**src/rtl/three_way_block_packer.sv**
```systemverilog
// Packs three 32-bit stream words into one 96-bit block (first word in [95:64]), padding blocks closed early by tlast.
// Block valid 1 cycle after its closing word; input stalls while a held block is not drained; byte swap via THREE_WAY_PACK_BSWAP_EN.
module three_way_block_packer #(
  parameter logic [31:0] PAD_WORD = 32'h00000000
) (
  input  logic        clk,
  input  logic        rst,
  input  logic [31:0] s_axis_tdata,
  input  logic        s_axis_tvalid,
  output logic        s_axis_tready,
  input  logic        s_axis_tlast,
  output logic [95:0] m_axis_tdata,
  output logic        m_axis_tvalid,
  input  logic        m_axis_tready,
  output logic        m_axis_tlast,
  output logic [1:0]  m_axis_tcount
);

  typedef enum logic [1:0] {W0, W1, W2} state_t;

  state_t      state_q, state_d;
  logic        rst_q;
  logic [31:0] slot0_q, slot0_d;
  logic [31:0] slot1_q, slot1_d;
  logic [95:0] out_dat_q, out_dat_d;
  logic        out_vld_q, out_vld_d;
  logic        out_last_q, out_last_d;
  logic [1:0]  out_cnt_q, out_cnt_d;
  logic        s_fire;
  logic [31:0] word;

  function automatic logic [31:0] prep_word(input logic [31:0] w);
`ifdef THREE_WAY_PACK_BSWAP_EN
    return {w[7:0], w[15:8], w[23:16], w[31:24]};
`else
    return w;
`endif
  endfunction

  // Stalls whenever the output register is occupied and not draining this cycle, regardless of state.
  assign s_axis_tready = !rst_q && (!out_vld_q || m_axis_tready);
  assign s_fire        = s_axis_tvalid && s_axis_tready;
  assign word          = prep_word(s_axis_tdata);

  assign m_axis_tdata  = out_dat_q;
  assign m_axis_tvalid = out_vld_q;
  assign m_axis_tlast  = out_last_q;
  assign m_axis_tcount = out_cnt_q;

  always_comb begin
    state_d    = state_q;
    slot0_d    = slot0_q;
    slot1_d    = slot1_q;
    out_dat_d  = out_dat_q;
    out_vld_d  = out_vld_q;
    out_last_d = out_last_q;
    out_cnt_d  = out_cnt_q;

    if (out_vld_q && m_axis_tready) begin
      out_vld_d = 1'b0;
    end

    // A new emit overrides the drain above, so back-to-back blocks keep valid high.
    if (s_fire) begin
      case (state_q)
        W0: begin
          if (s_axis_tlast) begin
            out_dat_d  = {word, PAD_WORD, PAD_WORD};
            out_vld_d  = 1'b1;
            out_last_d = 1'b1;
            out_cnt_d  = 2'd1;
            state_d    = W0;
          end else begin
            slot0_d = word;
            state_d = W1;
          end
        end
        W1: begin
          if (s_axis_tlast) begin
            out_dat_d  = {slot0_q, word, PAD_WORD};
            out_vld_d  = 1'b1;
            out_last_d = 1'b1;
            out_cnt_d  = 2'd2;
            state_d    = W0;
          end else begin
            slot1_d = word;
            state_d = W2;
          end
        end
        W2: begin
          out_dat_d  = {slot0_q, slot1_q, word};
          out_vld_d  = 1'b1;
          out_last_d = s_axis_tlast;
          out_cnt_d  = 2'd3;
          state_d    = W0;
        end
        default: state_d = W0;
      endcase
    end
  end

  always_ff @(posedge clk) begin
    if (rst) begin
      rst_q      <= 1'b1;
      state_q    <= W0;
      slot0_q    <= '0;
      slot1_q    <= '0;
      out_dat_q  <= '0;
      out_vld_q  <= 1'b0;
      out_last_q <= 1'b0;
      out_cnt_q  <= 2'd0;
    end else begin
      rst_q      <= 1'b0;
      state_q    <= state_d;
      slot0_q    <= slot0_d;
      slot1_q    <= slot1_d;
      out_dat_q  <= out_dat_d;
      out_vld_q  <= out_vld_d;
      out_last_q <= out_last_d;
      out_cnt_q  <= out_cnt_d;
    end
  end

endmodule

```
**config.mk**
```make
export PLATFORM = sky130hd
export DESIGN_NAME = three_way_block_packer
export DESIGN_NICKNAME = d
export VERILOG_FILES = /design/src/rtl/three_way_block_packer.sv
export SDC_FILE = /design/constraint.sdc
export NUM_CORES = 1
export LEC_CHECK = 0
export BUFFER_PORTS_ARGS = -buffer_cell sky130_fd_sc_hd__buf_4
export CAP_MARGIN = 25
export CELL_PAD_IN_SITES_DETAIL_PLACEMENT = 2
export CELL_PAD_IN_SITES_GLOBAL_PLACEMENT = 2
export CORE_UTILIZATION = 32
export DETAILED_ROUTE_END_ITERATION = 8
export HOLD_SLACK_MARGIN = 0.03
export PLACE_DENSITY = 0.87
export SKIP_CTS_REPAIR_TIMING = 1
export SYNTH_ARGS = -nofsm -noshare
export SYNTH_HDL_FRONTEND = slang
export SYNTH_SLANG_ARGS = --single-unit
```
**constraint.sdc**
```tcl
create_clock -name clk -period 1.7 [get_ports clk]
set_input_delay 0.085 -clock clk [delete_from_list [all_inputs] [get_ports clk]]
set_output_delay 0.085 -clock clk [all_outputs]
set_load 0.02 [all_outputs]
```
### Yosys cells after proc, flatten, opt, wreduce, memory -nomap -nowiden

Index checks and enable logic that the tools add are counted.

* bits of input ports: 37
* flip-flop bits (word level): 167
* output and inout port bits: 101
* word-level logic and storage cells: 44

* bitwise gates (word level): 1
* eq/ne operators: 5
* reductions and logical operators: 14
* muxes and demuxes: 16

Operators by type and width (count)
* 96-bit one-hot mux with 3 select lines: 1
* 96-bit two-way mux: 2
* 3-bit AND reduction: 3
* 1-bit two-way mux: 6
* 2-bit two-way mux: 3
* 2-bit one-hot mux with 3 select lines: 1
* 2-bit inequality test, second input constant: 2
* 1-bit one-hot mux with 2 select lines: 2
* 2-bit one-hot mux with 2 select lines: 1
* 4-bit AND reduction: 1
* 1-bit logical AND: 3
* 3-bit nonzero test: 1
* 2-bit by 1-bit == test with 1-bit output, second input constant: 1
* 2-bit == test, second input constant: 1
* 1-bit logical NOT: 2
* 2-bit logical NOT: 1
* 2-bit by 1-bit inequality test with 1-bit output, second input constant: 1
* 2-bit nonzero test: 1
* 2-bit OR reduction: 1
* 1-bit logical OR: 1
* 1-bit inverter: 1

### Depth between registers and ports, before layout

Gate-level depths: netlist (run 1).

* depth in word-level cells: 5
* depth in mapped cells: 8
* gate-level depth less buffers: 5

### Worst setup path before layout (run 1)

Ideal clock, no wire load.

* path kind: register -> register
* start point: reg state_q[0]
* end point: reg out_dat_q[34], in the netlist m_axis_tdata[34]
* cell stages (with the launch flop): 9
* setup time: 0.072 ns
* path slack: -0.006 ns
* period minus slack after synthesis: 1.706 ns
* arrival time: 1.634 ns
* data required time: 1.628 ns
* path buffers: 3
* cells stage by stage: dfxtp_1 -> inv_1 -> ha_1 -> buf_2 -> or2_1 -> nand4_1 -> buf_4 -> buf_4 -> mux2i_1

* word-level cells in the longest chain between the ends: 3
* elaborated cells between the ends (all ways): 8
* those cells by class: eq/ne (4); mux (1); reduce/logical (3)

Ends and longest elaborated chain
* start: declaration: line 21 `state_t state_q, state_d;`
* start signal: assignment: line 114 `state_q <= state_d;`
* 2-bit by 1-bit == test with 1-bit output, or another cell as far along: line 65 `case (state_q)`
* 2-bit inequality test (no source line) or 3-bit nonzero test (tied branches)
* 4-bit AND reduction (no source line)
* end signal: assignment: line 117 `out_dat_q <= out_dat_d;`
* end: declaration: line 25 `logic [95:0] out_dat_q, out_dat_d;`

Parallel ways exist; a longest one is shown, timed or not.
A chain may end at the register's enable or synchronous reset.

### Worst setup path in the final report (run 1)

* start point: reg state_q[0]
* end point: reg out_dat_q[37], in the netlist m_axis_tdata[37]

The elaborated chain is that of the path after synthesis.

==> impl_metrics.json, run 1 <==
{
  "grt_max_degree": 66,
  "path_cells": "inv_4, ha_4, or2_4, nand4_1, buf_6, buf_12, mux2i_1",
  "grt_use_total": 0.209,
  "wire_per_inst_microns": 22.6,
  "area_growth_pct": 35.7,
  "drv_slew": 0,
  "drc": 0,
  "slew_headroom": 0.573,
  "grt_pass1_vias": 7287,
  "rows": 57,
  "startpoint": "state_q[0]",
  "r2r_start": "state_q[0]",
  "p_per_area_mw_per_mm2": 861,
  "ys_seq_area_frac": 0.415,
  "clockBufferDepth": 2,
  "cpPeakStageDelay_ps": 390,
  "r2r_end": "m_axis_tdata[37]",
  "grt_pass1_wl_microns": 41700,
  "setup.worst_path.class": "flip-flop to flip-flop",
  "finalClockSkew_ps": 11.1,
  "arrival_ps": 2190,
  "dieArea_sq_mm": 0.0258,
  "port_buffers": 137,
  "start_util": 0.328,
  "hpwlAfterDp_microns": 17900,
  "max_freq_mhz": 542,
  "postRouteAntennaNets": 0,
  "violations": "negative setup slack",
  "crit_path_end": "m_axis_tdata[37]",
  "ios": 138,
  "finalWirelength_microns": 30400,
  "path_clk_slew_ps": 80,
  "required_ps": 2050,
  "yosysWarnings": 0,
  "avgSynthCellArea_sq_um": 9.69,
  "hold_viol_final": 0,
  "period_share": 1.09,
  "utilization": 0.446,
  "gp_congestion": 0.720,
  "nets": 1045,
  "hold_start": "rst",
  "power.static_leakage_nw": 4.36,
  "cts_sinks": 167,
  "diodes": 0,
  "worstSkewPairLatency_ps": 440,
  "vias": 6965,
  "ys_types": 33,
  "maxCapViolations": 0,
  "drt_iter0_markers": 330,
  "reg2reg_slack_ps": -150,
  "finalWorstSetupSlack_ps": -145,
  "syn_area_sq_mm": 0.00805,
  "mostFrequentLayoutCells": "buf_4 (167), dfxtp_1 (165), nand2b_1 (162)",
  "critPathCaptureType": "flip-flop",
  "cts_tree": "done",
  "peakVddDrop_uv": 550,
  "setup_viol": 75,
  "final_common_cell": "buf_4",
  "worst_pin_slew_ps": 638,
  "synth-seq-cells": 167,
  "drtPass1Iterations": 4,
  "critPathLaunchType": "flip-flop",
  "min_period_ps": 1850,
  "power.total_mw": 9.41,
  "cts_root_buf": "clkbuf_16",
  "grt_overflow_total": 0,
  "critPathMaxFanout": 10,
  "syn_inst": 831,
  "die_y_microns": 161,
  "cts_made_buffers": 17,
  "vias_per_cell": 5.19,
  "syn_nets": 872,
  "crit_slowest_cell": "dfxtp_4",
  "chipWidth_microns": 161,
  "htreeDepth": 4,
  "layout-drive-gt1-share": 0.275,
  "ff2ff_path_depth": 7,
  "antenna_found_initial": 0,
  "min_path_type": "primary input to flip-flop",
  "rsz0062_at_grt": "true",
  "outcome": "finished with violations",
  "core_sq_mm": 0.0245
}
report_power, final:
group	switching, mW	internal, mW
Combinational	0.672	0.598
Clock	1.96	2.12
Sequential	0.0672	3.99
cell type report:
class | count | area, sq um
clock buffers | 17 | 425
fillers | 2599 | 13600
clock inverters | 15 | 174
inverters | 36 | 140
flip-flops and latches | 167 | 3350
repair buffers | 230 | 2140
well taps | 324 | 405
multi-input cells | 552 | 4300
flip-flops by register name (all words and copies together), names as in the netlist:
register / count
slot0_q: 32
slot1_q: 32
m_axis_tlast: 1
rst_q: 1
m_axis_tcount: 2
state_q: 2
m_axis_tvalid: 1
m_axis_tdata: 96
stage by stage:
| stage | hold slack (ps) | setup WS, ps | cell area, sq um | instances | TNS (ps) |
|---|---|---|---|---|---|
| global placement | 373 | -202 | 9670 | 1264 | -6280 |
| floorplan | 113 | -5.57 | 8050 | 831 | -167 |
| CTS | -87.3 | -387 | 10300 | 1296 | -25060 |
| global route | 134 | -205 | 10900 | 1341 | -10000 |
| finish | 122 | -145 | 10900 | 1341 | -4430 |
| detailed placement | 385 | -334 | 9670 | 1264 | -19570 |
layer usage:
metal | track usage | routed length [microns]
met1 | 0.255 | 13100
met2 | 0.371 | 15400
met5 | 0 | 0
met4 | 0.0632 | 791
met3 | 0.0369 | 982
Yosys cell counts:
library cell | count | area (sq um)
o211ai_1 | 1 | 7.51
clkbuf_2 | 1 | 5.00
nand4b_1 | 2 | 17.5
nand2_1 | 97 | 364
buf_1 | 2 | 7.51
a21oi_1 | 4 | 20.0
a22o_1 | 32 | 280
or2_1 | 1 | 6.26
a41oi_1 | 1 | 8.76
and3_1 | 1 | 6.26
a221oi_2 | 30 | 450
o22a_1 | 32 | 280
o2111ai_1 | 1 | 8.76
mux2i_1 | 128 | 1280
ha_1 | 4 | 50.1
nor4b_1 | 2 | 17.5
buf_2 | 19 | 95.1
a211oi_1 | 2 | 15.0
dfxtp_1 | 167 | 3340
and4_4 | 1 | 11.3
buf_6 | 9 | 101
inv_1 | 36 | 135
nand2b_1 | 162 | 1010
nor2b_1 | 39 | 244
a221oi_1 | 2 | 17.5
nor2_1 | 2 | 7.51
nand4_1 | 2 | 12.5
o21ai_0 | 2 | 10.0
clkbuf_1 | 39 | 146
o31ai_1 | 1 | 7.51
o2111a_1 | 1 | 11.3
buf_4 | 7 | 52.6
o21bai_4 | 1 | 18.8
logic make-up after synthesis:
family,after synthesis,share of synthesized area
AND/OR/NAND/NOR,309,0.211
flip-flops,167,0.415
multiplexers,128,0.159
buffers and inverters,113,0.0674
AO/OA/AOI/OAI,110,0.141
adder cells (fa/ha/maj),4,0.00621
worst min-delay path by stage:
stage	to	slack [ps]	cells past startpoint
global route	m_axis_tdata[65]	130	2
floorplan	rst_q	110	0
detailed placement	m_axis_tdata[20]	380	3
CTS	m_axis_tdata[20]	-90	3
global placement	m_axis_tdata[30]	370	3
finish	m_axis_tdata[65]	120	2
critical path: cells and delay by family, from the launching register on:
family | cells | cell delay [ps]
multiplexers | 1 | 250
flip-flops | 1 | 390
buffers and inverters | 3 | 410
AND/OR/NAND/NOR | 2 | 430
adder cells (fa/ha/maj) | 1 | 250
No activity file was read; power rests on OpenSTA's default activity.
==> inputs of run 2 (changes only) <==
SKIP_LAST_GASP = 1   (was unset)
==> run 2 against run 1 <==
Compared with the run above: clock power hardly changed; non-clock buffer count unchanged; the flow still finishes with violations (negative setup slack); sequential share of layout area unchanged; via count fell by 0.69%; clock skew rose by 14 ps; sequential power is essentially flat; worst setup slack gained 13 ps; largest cell class unchanged; hold slack about the same; fmax increased by 0.70%.
==> impl_metrics.json, run 2 (same netlist as run 1, synthesis figures left out) <==
{
  "clockBufferDepth": 2,
  "area_growth_pct": 35.7,
  "placed_area_sq_mm": 0.00967,
  "p_sw_mw": 2.71,
  "power.static_leakage_nw": 4.36,
  "combPwrFrac": 0.135,
  "core_sq_mm": 0.0245,
  "timing.hold.ws_ps": 122,
  "p_per_area_mw_per_mm2": 862,
  "dieArea_sq_mm": 0.0258,
  "peakVddDrop_uv": 547,
  "worstSkewPairLatency_ps": 450,
  "min_period_ps": 1830,
  "port_buffers": 137,
  "slew_headroom": 0.560,
  "cts_root_buf": "clkbuf_16",
  "max_freq_mhz": 546,
  "drtPass1Iterations": 4,
  "internal-power_mw": 6.71,
  "dp_slack_ps": -334,
  "rows": 57,
  "htreeDepth": 4,
  "start_util": 0.328,
  "cts_sinks": 167,
  "hold_viol_final": 0,
  "clkPwrFrac": 0.434,
  "die_y_microns": 161,
  "arrival_ps": 2190,
  "finalClockSkew_ps": 24.9,
  "hpwlAfterDp_microns": 17900,
  "seq_power_share": 0.431,
  "wire_per_inst_microns": 22.7,
  "switching_share": 0.288,
  "final_common_cell": "buf_4",
  "nets": 1045,
  "path_clk_slew_ps": 80,
  "layout-drive-gt1-share": 0.275,
  "cts_made_buffers": 17,
  "finalWirelength_microns": 30400,
  "vias": 6917,
  "grt_pass1_vias": 7287,
  "mostFrequentLayoutCells": "buf_4 (167), dfxtp_1 (165), nand2b_1 (162)",
  "ios": 138,
  "critPathCaptureType": "flip-flop",
  "largest_reg_flops": 96,
  "period_share": 1.08,
  "final_area_sq_mm": 0.0109,
  "grt_max_degree": 66,
  "antenna_found_initial": 0,
  "postRouteAntennaNets": 0,
  "stdcell_count": 1341,
  "fin_setup_tns_ps": -4280,
  "setup_viol": 79,
  "drv_slew": 0,
  "finalWorstSetupSlack_ps": -132,
  "setup.worst_path.class": "flip-flop to flip-flop",
  "worst_pin_slew_ps": 658,
  "grt_pass1_wl_microns": 41700,
  "drc": 0,
  "gp_congestion": 0.720,
  "outcome": "finished with violations",
  "grt_use_total": 0.209,
  "min_path_type": "primary input to flip-flop",
  "critPathLaunchType": "flip-flop",
  "rsz0062_at_grt": "true",
  "maxCapViolations": 0,
  "chipWidth_microns": 161,
  "critPathMaxFanout": 10,
  "required_ps": 2060,
  "grt_overflow_total": 0,
  "drt_iter0_markers": 297,
  "power.total_mw": 9.42,
  "vias_per_cell": 5.16,
  "diodes": 0,
  "cts_tree": "done",
  "utilization": 0.446,
  "violations": "negative setup slack",
  "place_inst": 1264
}
run 2: cell counts in the layout (fill, tap and decap cells not counted):
No cell type changed its count.
run 2: worst max-delay path, cell delays in order (launching register included):
cell	delay (ps)
dfxtp_4	390
inv_4	50
ha_4	250
or2_4	260
nand4_1	160
buf_6	200
buf_12	160
mux2i_1	250
run 2: final cells by class:
cell class / instances / area [sq um]
clock buffers: 17 / 425
clock inverters: 15 / 174
fillers: 2599 / 13600
inverters: 36 / 140
multi-input cells: 552 / 4300
flip-flops and latches: 167 / 3350
well taps: 324 / 405
repair buffers: 230 / 2140
run 2: per-layer routing:
layer	wire [microns]	vias to the layer above	global-route usage	share of wire
met1	13100	3533	0.255	0.43
li1	-	3166	-	-
met3	1060	44	0.0369	0.035
met4	743	0	0.0632	0.024
met2	15500	174	0.371	0.51
met5	0	-	0	0
run 2: path summary, 6_finish.rpt:
kind | startpoint | to | slack [ps] | cells past startpoint
max | state_q[0] | m_axis_tdata[37] | -130 | 7
min | rst | m_axis_tdata[65] | 120 | 2
max reg2reg | state_q[0] | m_axis_tdata[37] | -130 | 7
min reg2reg | m_axis_tdata[81] | m_axis_tdata[81] | 470 | 2
run 2: power by group through the flow:
| stage | logic [mW] | clock network (mW) | registers, mW |
|---|---|---|---|
| after CTS | 1.12 | 4.12 | 4.06 |
| after floorplan | 0.606 | 0 | 4.19 |
| after global routing | 1.34 | 4.30 | 4.07 |
| after detailed placement | 1.10 | 0 | 4.15 |
| final | 1.27 | 4.09 | 4.06 |
| after global placement | 1.07 | 0 | 4.14 |
==> inputs of run 3 (changes only) <==
GPL_TIMING_DRIVEN = 0   (was unset)
MAX_ROUTING_LAYER = met4   (was unset)
==> run 3 against run 2 <==
Compared with the run above: the run still ends with negative setup slack left; worst setup slack worse by 59 ps; critical path depth is 2 higher; largest cell class unchanged; register-to-register slack worse by 60 ps; hold slack worse by 35 ps; first-iteration DRC count is 57% higher; final area is 1.4% higher; sequential share of layout area is 0.43 points lower; largest power group is now sequential cells; die area stayed put; via count is 4.7% higher; power is 0.80% higher.
==> impl_metrics.json, run 3 (same netlist as run 1, synthesis figures left out) <==
{
  "outcome": "finished with violations",
  "violations": "negative setup slack",
  "cts_tree": "done",
  "p_per_area_mw_per_mm2": 856,
  "ios": 138,
  "seq_power_share": 0.428,
  "nets": 1085,
  "cts_root_buf": "clkbuf_16",
  "gp_congestion": 0.746,
  "drtPass1Iterations": 4,
  "peakVddDrop_uv": 662,
  "internal-power_mw": 6.60,
  "rsz0062_at_grt": "true",
  "die_y_microns": 161,
  "clkPwrFrac": 0.424,
  "switching_share": 0.305,
  "grt_overflow_total": 0,
  "worst_pin_slew_ps": 750,
  "fin_setup_tns_ps": -4840,
  "grtUsageMet3": 0.0491,
  "drc": 0,
  "antenna_found_initial": 0,
  "finalWirelength_microns": 35900,
  "wire_per_inst_microns": 26.0,
  "critPathLaunchType": "flip-flop",
  "drv_slew": 0,
  "postRouteAntennaNets": 0,
  "arrival_ps": 2270,
  "max_freq_mhz": 529,
  "path_clk_slew_ps": 80,
  "critPathMaxFanout": 5,
  "chipWidth_microns": 161,
  "finalClockSkew_ps": 15.9,
  "fillers": 2564,
  "dp_slack_ps": -562,
  "timing.hold.ws_ps": 87.6,
  "hpwlAfterDp_microns": 19100,
  "port_buffers": 137,
  "grt-busiest-layer": "met2",
  "min_path_type": "primary input to flip-flop",
  "worstSkewPairLatency_ps": 460,
  "grt_pass1_vias": 7673,
  "power.static_leakage_nw": 4.45,
  "htreeDepth": 4,
  "cts_made_buffers": 17,
  "vias": 7240,
  "largest_reg_flops": 96,
  "slew_headroom": 0.500,
  "maxCapViolations": 0,
  "layout-drive-gt1-share": 0.287,
  "grt_max_degree": 19,
  "cts_sinks": 167,
  "dieArea_sq_mm": 0.0258,
  "grt_pass1_wl_microns": 45900,
  "p_sw_mw": 2.89,
  "rows": 57,
  "required_ps": 2080,
  "power.total_mw": 9.49,
  "start_util": 0.328,
  "hold_viol_final": 0,
  "combPwrFrac": 0.148,
  "setup_viol": 89,
  "area_growth_pct": 37.7,
  "clockBufferDepth": 2,
  "setup.worst_path.class": "flip-flop to flip-flop",
  "grtUsageMet2": 0.412,
  "diodes": 0,
  "vias_per_cell": 5.24,
  "period_share": 1.11,
  "drt_iter0_markers": 467,
  "final_common_cell": "dfxtp_1",
  "min_period_ps": 1890,
  "finalWorstSetupSlack_ps": -191,
  "core_sq_mm": 0.0245,
  "grt_use_total": 0.244,
  "mostFrequentLayoutCells": "dfxtp_1 (165), nand2b_1 (161), buf_4 (159)",
  "critPathCaptureType": "flip-flop",
  "use_met1": 0.274
}
run 3: changes by cell type in the layout (fill, tap and decap cells not counted), sizes merged:
cell	delta
clkinv	+3
clkbuf	+36
nor2	-1
dlygate4sd3	+1
bufinv	-1
inv	-2
buf	+4
run 3: worst paths after layout:
| check | from | endpoint | slack (ps) | cells past startpoint |
|---|---|---|---|---|
| max | state_q[1] | m_axis_tdata[13] | -190 | 9 |
| min | m_axis_tready | state_q[0] | 90 | 4 |
| max reg2reg | state_q[1] | m_axis_tdata[13] | -190 | 9 |
| min reg2reg | m_axis_tdata[70] | m_axis_tdata[70] | 470 | 2 |
run 3: cell type report:
cell class	count	area [sq um]	area share
Timing Repair Buffer	195	1660	0.150
Inverter	36	140	0.0126
Tap cell	324	405	0.0366
Clock buffer	17	425	0.0384
Sequential cell	167	3350	0.302
Buffer	76	651	0.0587
Multi-Input combinational cell	551	4300	0.387
Clock inverter	15	158	0.0142
run 3: per-stage QoR:
step                      area [sq um]   util  instances
final                            11100  0.452       1381
after global routing             11100  0.452       1381
after CTS                        10100  0.410       1324
after detailed placement          9490  0.387       1292
after global placement            9490  0.387       1292
after floorplan                   8050      -        831
run 3: power groups by stage:
stage               combinational [mW]  sequential, mW  clock (mW)
global placement                  1.05            4.14           0
global route                      1.46            4.06        4.23
CTS                               1.12            4.05        4.03
floorplan                        0.606            4.19           0
detailed placement                1.08            4.14           0
finish                            1.41            4.06        4.03
run 3: critical path, stage by stage, from the launching register on:
cell,delay (ps)
dfxtp_4,380
inv_4,50
ha_4,160
buf_8,120
o21bai_4,180
and4_4,270
buf_12,140
buf_12,140
clkbuf_16,160
mux2i_1,230
run 3: layer usage:
| metal | share of wire | vias to the layer above | wire (microns) |
|---|---|---|---|
| li1 | - | 3253 | - |
| met1 | 0.42 | 3644 | 15000 |
| met2 | 0.50 | 248 | 18100 |
| met3 | 0.036 | 95 | 1290 |
| met4 | 0.041 | 0 | 1460 |
| met5 | 0 | - | 0 |
